--- config.mk ---
export PLATFORM = sky130hd
export DESIGN_NAME = fifo_read_scheduler
export DESIGN_NICKNAME = d
export VERILOG_FILES = /design/src/rtl/fifo_read_scheduler.sv
export SDC_FILE = /design/constraint.sdc
export NUM_CORES = 1
export LEC_CHECK = 0
export BUFFER_PORTS_ARGS = -buffer_cell sky130_fd_sc_hd__clkbuf_2
export CAP_MARGIN = 20
export CORE_UTILIZATION = 45
export CTS_CLUSTER_DIAMETER = 120
export CTS_CLUSTER_SIZE = 20
export DETAILED_ROUTE_END_ITERATION = 8
export GPL_ROUTABILITY_DRIVEN = 0
export PLACE_DENSITY = 0.77
export SETUP_SLACK_MARGIN = 0.4
export SYNTH_ARGS = -nofsm -noshare
export SYNTH_HDL_FRONTEND = slang
export SYNTH_SLANG_ARGS = --single-unit
export TNS_END_PERCENT = 10
--- constraint.sdc ---
create_clock -name i_clk -period 4.42 [get_ports i_clk]
set_input_delay 1.326 -clock i_clk [delete_from_list [all_inputs] [get_ports i_clk]]
set_output_delay 1.326 -clock i_clk [all_outputs]
set_load 0.005 [all_outputs]
--- src/rtl/fifo_read_scheduler.sv ---
// Round-robin burst read scheduler for CH_NUM dual-clock FIFOs on their shared read clock.
// Read data is merged into one valid/ready stream tagged with its source channel.
module fifo_read_scheduler #(
    parameter  int CH_NUM  = 4,
    parameter  int M_WIDTH = 32,
    parameter  int BURST   = 16,
    localparam int CH_W    = $clog2(CH_NUM)
) (
    input  logic                      i_clk,
    input  logic                      i_rst_n,
    input  logic                      i_enable,
    input  logic [CH_NUM-1:0]         i_ch_mask,
    input  logic [CH_NUM-1:0]         i_empty,
    output logic [CH_NUM-1:0]         o_read_enable,
    input  logic [CH_NUM*M_WIDTH-1:0] i_read_data,
    input  logic [CH_NUM-1:0]         i_read_data_valid,
    output logic [M_WIDTH-1:0]        o_data,
    output logic [CH_W-1:0]           o_chan,
    output logic                      o_valid,
    input  logic                      i_ready,
    output logic [CH_W-1:0]           o_grant,
    output logic                      o_busy
);
    localparam logic [7:0] BURST_L = 8'(BURST);

    typedef enum logic {S_IDLE, S_READ} state_t;

    typedef struct packed {
        logic [CH_W-1:0]    chan;
        logic [M_WIDTH-1:0] data;
    } entry_t;

    state_t          state_q;
    logic [CH_W-1:0] grant_q;
    logic [7:0]      burst_q;
    logic            inflight_q;
    logic [CH_W-1:0] issue_ch_q;
    entry_t          buf_q [2];
    logic            rd_ptr_q;
    logic            wr_ptr_q;
    logic [1:0]      occ_q;

    logic            found;
    logic [CH_W-1:0] next_ch;
    logic [CH_W-1:0] cand;
    logic            pop;
    logic            push;
    logic [2:0]      credit_sum;
    logic            credit_ok;
    logic            rd_ok;
    logic            issue;
    entry_t          head;

    // Rotating search starting just after the last granted channel.
    always_comb begin
        found   = 1'b0;
        next_ch = grant_q;
        cand    = '0;
        for (int i = 1; i <= CH_NUM; i++) begin
            if (int'(grant_q) + i >= CH_NUM) cand = CH_W'(int'(grant_q) + i - CH_NUM);
            else                             cand = CH_W'(int'(grant_q) + i);
            if (!found && i_ch_mask[cand] && !i_empty[cand]) begin
                found   = 1'b1;
                next_ch = cand;
            end
        end
    end

    assign pop  = o_valid && i_ready;
    assign push = inflight_q && i_read_data_valid[issue_ch_q];

    // Words already buffered plus the one in flight must leave room for the next.
    assign credit_sum = 3'(occ_q) + 3'(inflight_q) - 3'(pop);
    assign credit_ok  = credit_sum < 3'd2;

    assign rd_ok = i_enable && i_ch_mask[grant_q] && !i_empty[grant_q];
    assign issue = (state_q == S_READ) && rd_ok && credit_ok;

    assign o_read_enable = issue ? ({{(CH_NUM-1){1'b0}}, 1'b1} << grant_q) : '0;

    assign head    = buf_q[rd_ptr_q];
    assign o_data  = head.data;
    assign o_chan  = head.chan;
    assign o_valid = occ_q != 2'd0;
    assign o_grant = grant_q;
    assign o_busy  = (state_q != S_IDLE) || inflight_q || (occ_q != 2'd0);

    always_ff @(posedge i_clk or negedge i_rst_n) begin
        if (!i_rst_n) begin
            state_q <= S_IDLE;
            grant_q <= CH_W'(CH_NUM - 1);
            burst_q <= '0;
        end else begin
            case (state_q)
                S_IDLE: begin
                    if (i_enable && found) begin
                        grant_q <= next_ch;
                        burst_q <= '0;
                        state_q <= S_READ;
                    end
                end
                S_READ: begin
                    if (!rd_ok) begin
                        state_q <= S_IDLE;
                    end else if (issue) begin
                        burst_q <= burst_q + 8'd1;
                        if (burst_q + 8'd1 == BURST_L) state_q <= S_IDLE;
                    end
                end
                default: state_q <= S_IDLE;
            endcase
        end
    end

    // A read that returns without valid (stale empty flag) is simply not pushed.
    always_ff @(posedge i_clk or negedge i_rst_n) begin
        if (!i_rst_n) begin
            for (int k = 0; k < 2; k++) buf_q[k] <= '0;
            rd_ptr_q   <= 1'b0;
            wr_ptr_q   <= 1'b0;
            occ_q      <= '0;
            inflight_q <= 1'b0;
            issue_ch_q <= '0;
        end else begin
            inflight_q <= issue;
            if (issue) issue_ch_q <= grant_q;
            if (push) begin
                buf_q[wr_ptr_q] <= '{chan: issue_ch_q,
                                     data: i_read_data[issue_ch_q*M_WIDTH +: M_WIDTH]};
                wr_ptr_q        <= ~wr_ptr_q;
            end
            if (pop) rd_ptr_q <= ~rd_ptr_q;
            case ({push, pop})
                2'b10:   occ_q <= occ_q + 2'd1;
                2'b01:   occ_q <= occ_q - 2'd1;
                default: occ_q <= occ_q;
            endcase
        end
    end
endmodule

==> reports/qor.csv, run 1 <==
metric;value;unit
status;finished with violations;
violations;negative setup slack;
grt_overflow;0;
wire_per_inst;17.13;um
grt_pass1_wl;18.49;mm
clk_pin_slew_worst_paths;0.06;ns
worst_r2r_path_depth;25;
drc;0;
nets;719;
endpoint;o_read_enable[1];
synth.largest_area_cell;dfrtp_1;
synth-edff-count;0;
crit_path_start;i_ready;
syn_nets;525;
gr-usage-all-layers;20.76;%
syn-instance-count;372;
regArea;2157;um2
finalWorstSetupSlack;-0.03901;ns
required;3.09;ns
finalHoldViolCount;0;
ctsHoldBuffers;0;
p_per_area;448.3;nW/um2
r2r-start;occ_q[0];
fin_skew;0.008850;ns
grtUsageMet3;4.280;%
ys_seq_elements;86;
cts_buffer_depth;2;
post-route-period-util;100.9;%
setup_viol_count_final;4;
rows;38;
cp_num_buf_inv;3;
min_from;buf_q[67];
rsz0062_at_grt;true;
max_freq;224.3;MHz
maxCapViolCount;0;
grt_max_degree;87;
async_flop_share;100.0;%
firstDrtPassIters;4;
final_util;60.74;%
synth_area_leaders;dfrtp_1, mux2_2, mux4_2;
io_buffer_count;185;
layout_commonest_cell;clkbuf_2;
seq_area_frac_synth;42.33;%
synth_area;5090;um2
grtUsageMet1;22.38;%
die_area;11740;um2
core-area;10940;um2
use_met2;39.49;%
hpwl;8.467;mm
h-tree-depth;3;
worst_slew_pin_slew;0.8974;ns
drive_gt1_share;66.14;%
worstSetupPathType;in2out;
fill_cells;881;
most-common-layout-cells;clkbuf_2, mux2_2, dfrtp_1, mux4_2, buf_6;
die_w;108.4;um
multiInputGateArea;2783;um2
slew-limit-headroom;40.17;%
fp.dieH;108.4;um
diodes;0;
critical-path-top-delay-family;simple AND/OR/NAND/NOR gates;
grt_pass1_vias;3969;
synth_cell_types;47;
cts_sinks;86;
arrival;3.13;ns
slowest_stage;fa_2;
yosysTopAreaCellShare;41.30;%
crit_fanout;6;
r2r_slack;0.64;ns
numCtsBuffers;9;
first_iter_violations;140;
avgSynthCellArea;13.68;um2
min_period;4.459;ns
vdd_drop_max;380.1;uV
start_util;46.54;%
yosys_warnings;0;
worstSkewPairLatency;0.33;ns
ys_dominant_reg_cell;dfrtp_1;
timing.rr.end;issue_ch_q[1];
fin_cells;710;
start_kind;primary input;
dp.cells;680;
busiest_layer;met2;
leakage;3.442;nW
crit_cells;10;
clockRootBuffer;clkbuf_16;
end_kind;output pin;
routed-via-count;3945;
via_per_inst;5.556;
cts_tree;built;
antenna_found_initial;0;
ant_nets;0;
hold_path.class;reg2reg;
totalWireLength;12.16;mm
cp_cell_sequence;buf_6 -> and2_4 -> ha_4 -> nor2b_4 -> fa_2 -> nand4b_1 -> or2_4 -> clkinv_8 -> and2_1 -> clkbuf_2;
cpPeakStageDelay;0.43;ns
area_delta_synth_final;30.51;%
io_pins;186;
drv_slew;0;
worst reg2reg max path: stages (launching register included):
cell      delay (ns)
dfrtp_1         0.41
inv_1           0.14
nand2_1         0.10
and2_4          0.18
ha_4            0.22
nor2b_4         0.11
fa_2            0.43
nand4b_1        0.24
buf_4           0.18
buf_6           0.10
buf_6           0.10
buf_6           0.10
buf_6           0.10
buf_6           0.10
buf_6           0.10
buf_6           0.10
buf_6           0.10
buf_6           0.10
buf_6           0.10
buf_6           0.10
buf_6           0.10
buf_6           0.10
buf_6           0.10
o21ai_2         0.09
nand2_1         0.06
o21ai_1         0.10
worst min-delay path by stage:
stage	to	cells past startpoint
after floorplan	buf_q[33]	2
after global routing	buf_q[67]	2
after CTS	buf_q[33]	2
after global placement	buf_q[33]	2
final	buf_q[67]	2
after detailed placement	buf_q[67]	2
synthesized netlist by cell type, types with 6 or more instances:
cell type	count
o21ai_0	12
nand2_1	15
nor2b_1	7
inv_1	6
and2_1	6
clkbuf_1	10
buf_2	6
mux4_2	35
mux2_2	101
ha_1	8
dfrtp_1	84
nor2_1	6
routing by layer:
metal  vias to the layer above  part of all wire (%)
met5                         -                     0
met4                         0                   1.7
met3                        21                   6.1
met2                       135                    54
met1                      2000                    38
li1                       1789                     -
registers in the layout (all words and copies together), names as in the netlist:
register	flops
occ_q	2
rd_ptr_q	1
o_grant	2
burst_q	8
inflight_q	1
wr_ptr_q	1
state_q	1
issue_ch_q	2
buf_q	68
per-stage QoR:
stage / cell area [um2] / total power [mW] / hold WS [ns] / setup slack [ns] / TNS, ns
final: 6643 / 2.978 / 0.4857 / -0.03901 / -0.1497
after global routing: 6643 / 3.152 / 0.5107 / -0.1093 / -0.4191
after CTS: 6570 / 2.996 / 0.4899 / -0.02105 / -0.06511
after detailed placement: 6135 / 2.183 / 0.4765 / -0.07985 / -0.3033
after global placement: 6135 / 2.130 / 0.4583 / -0.006637 / -0.006637
after floorplan: 5120 / 1.854 / 0.4444 / 0.05107 / 0
cells by family (layout without fill, tap and decap cells):
logic type,Yosys count,count (layout),share of synthesized area (%)
buffers and inverters,33,231,3.810
multiplexers,142,142,39.33
AND/OR/NAND/NOR,61,61,6.367
adder cells (fa/ha/maj),9,9,2.360
flip-flops,86,86,42.33
XOR/XNOR,7,7,1.205
AO/OA/AOI/OAI,34,34,4.597
where the power goes:
part | switching [mW] | internal (mW) | leakage (nW)
registers | 0.178 | 0.950 | 1.16
clock network | 0.310 | 0.438 | 0.142
logic | 0.443 | 0.658 | 2.14
total | 0.932 | 2.05 | 3.44
timing repair:
action,in CTS,in global routing
endpoints found under the setup margin,4,5
pin swaps,5,1
resized for setup,12,11
buffers inserted,14,0
cell type report:
class                   count  area share, %
clock buffers               9          3.390
clock inverters             6          1.036
inverters                   8         0.7158
multi-input cells         253          41.89
flip-flops and latches     86          32.47
well taps                 140          2.637
repair buffers            208          17.86
Note: power is estimated with default switching activity, not from simulation.
==> inputs of run 2 (changes only) <==
==> constraint.sdc (replaced) <==
create_clock -name i_clk -period 3.6 [get_ports i_clk]
set_input_delay 1.08 -clock i_clk [delete_from_list [all_inputs] [get_ports i_clk]]
set_output_delay 1.08 -clock i_clk [all_outputs]
set_load 0.005 [all_outputs]
==> run 2 against run 1 <==
The flow still finishes with violations (negative setup slack). Cell count fell by 0.70%. Critical path depth is the same. Die area unchanged. Setup slack worse by 0.26 ns. Critical path type unchanged. Largest cell class unchanged.
==> reports/qor.csv, run 2 (synthesized netlist as in run 1, its figures left out) <==
metric;value;unit;change
via_per_inst;5.417;;-2.5%
timing.rr.end;burst_q[2];;
pwr-share-clk;27.0;%;+1.9 points
setup_viol_count_final;4;;unchanged
r2r-start;occ_q[0];;
power_frac_comb;36.9;%;about the same
wire_per_inst;16.57;um;-3.2%
hold_depth;2;;unchanged
leakage;3.416;nW;-0.75%
firstDrtPassIters;4;;unchanged
swShare;30.22;%;-1.1 points
p_per_area;560.3;nW/um2;+25%
internal_power;2.565;mW;+25%
end_kind;output pin;;
min_to;buf_q[33];;
die_w;108.4;um;unchanged
arrival;2.82;ns;-0.31 ns
largestRegisters;buf_q x68, burst_q x8;;
r2r_slack;0.72;ns;+0.08 ns
worstSkewPairLatency;0.33;ns;about the same
grt_overflow;0;;unchanged
gr-usage-all-layers;20.57;%;-0.19 points
rsz0062_at_grt;true;;
max_freq;256.3;MHz;
hold_path.class;reg2reg;;
diodes;0;;unchanged
start_kind;primary input;;
slowest_stage;fa_2;;
drive_gt1_share;65.49;%;-0.65 points
power_switching;1.111;mW;+19%
io_buffer_count;185;;unchanged
grt_pass1_vias;3900;;-1.7%
start_util;46.54;%;unchanged
min_period;3.901;ns;
fp.dieH;108.4;um;unchanged
most-common-layout-cells;clkbuf_2, mux2_2, dfrtp_1, mux4_2, buf_4;;
worst_r2r_path_depth;12;;-52%
slew-limit-headroom;44.14;%;+4.0 points
drv_slew;0;;unchanged
ctsHoldBuffers;0;;unchanged
die_area;11740;um2;unchanged
largest_reg_flops;68;;unchanged
post-route-period-util;108.4;%;
grt_pass1_wl;18.33;mm;-0.90%
cts_sinks;86;;unchanged
numCtsBuffers;9;;unchanged
drc;0;;unchanged
hpwl;8.761;mm;+3.5%
crit_fanout;6;;unchanged
required;2.52;ns;-0.57 ns
cpPeakStageDelay;0.43;ns;about the same
cts_buffer_depth;2;;unchanged
core-area;10940;um2;unchanged
cp_cell_sequence;clkbuf_2 -> and2_4 -> ha_4 -> nor2b_4 -> fa_2 -> nand4b_1 -> or2_4 -> clkinv_8 -> and2_4 -> clkbuf_2;;
area_delta_synth_final;28.88;%;
maxCapViolCount;0;;unchanged
min_from;buf_q[33];;
layout_commonest_cell;clkbuf_2;;
totalWireLength;11.68;mm;-3.9%
regMostFlops;buf_q;;
antenna_found_initial;0;;unchanged
io_pins;186;;unchanged
rows;38;;unchanged
worst_slew_pin_slew;0.8380;ns;-0.05942 ns
nets;713;;-0.83%
status;finished with violations;;
ant_nets;0;;unchanged
hold_slack;0.4907;ns;+0.005012 ns
violations;negative setup slack;;
clk_pin_slew_worst_paths;0.06;ns;about the same
first_iter_violations;200;;+43%
final_util;59.99;%;-0.76 points
finalHoldViolCount;0;;unchanged
worstSetupPathType;in2out;;
cts_tree;built;;
clockRootBuffer;clkbuf_16;;
fin_skew;0.006113;ns;-0.002737 ns
finalWorstSetupSlack;-0.3011;ns;-0.2620 ns
vdd_drop_max;361.3;uV;-4.9%
grt_max_degree;68;;-22%
power.share.sequential;36.1;%;-1.8 points
h-tree-depth;3;;unchanged
routed-via-count;3819;;-3.2%
-- run 2: worst max path at each step --
stage | endpoint | from
global placement | o_read_enable[0] | i_ready
detailed placement | o_read_enable[0] | i_ready
finish | o_read_enable[0] | i_ready
global route | o_read_enable[0] | i_ready
floorplan | o_read_enable[0] | i_ready
CTS | o_read_enable[0] | i_ready
-- run 2: worst max-delay path: cells and delay by family --
family	cells	cell delay, ns
buffers and inverters	3	0.24
adder cells (fa/ha/maj)	2	0.64
AND/OR/NAND/NOR	5	0.87
-- run 2: per-layer routing --
metal / share of wire, % / track usage, %
met2: 54 / 39.22
met4: 1.4 / 7.239
met1: 39 / 23.01
met3: 5.6 / 3.195
met5: 0 / 0
-- run 2: metrics by stage --
stage / TNS [ns] / power (mW) / area [um2] / std cells / worst slack (ns)
after global placement: -1.295 / 2.640 / 6212 / 687 / -0.3349
final: -1.157 / 3.675 / 6560 / 705 / -0.3011
after global routing: -1.422 / 3.919 / 6560 / 705 / -0.3613
after CTS: -1.281 / 3.726 / 6553 / 704 / -0.3289
after floorplan: -1.104 / 2.276 / 5120 / 372 / -0.2769
after detailed placement: -1.628 / 2.704 / 6212 / 687 / -0.4141
-- run 2: layout make-up --
type                       instances  area, um2
clock inverter                     6      83.83
tap                              140      175.2
sequential                        86       2157
timing repair buffer             202       1081
multi-input combinational        253       2776
clock buffer                      10      239.0
inverter                           8      47.55
fill                             879       4375
-- run 2: what timing repair did --
action                     4_1_cts  5_1_grt
gates resized for setup          3        1
buffers inserted                 1        1
pin swaps                        4        1
setup endpoints to repair        4        4
-- run 2: power groups by stage --
| stage | clock, mW | combinational, mW | sequential [mW] |
|---|---|---|---|
| floorplan | 0 | 1.02 | 1.25 |
| global placement | 0 | 1.31 | 1.33 |
| detailed placement | 0 | 1.36 | 1.35 |
| CTS | 1.02 | 1.38 | 1.33 |
| global route | 1.08 | 1.48 | 1.36 |
| finish | 0.993 | 1.36 | 1.33 |
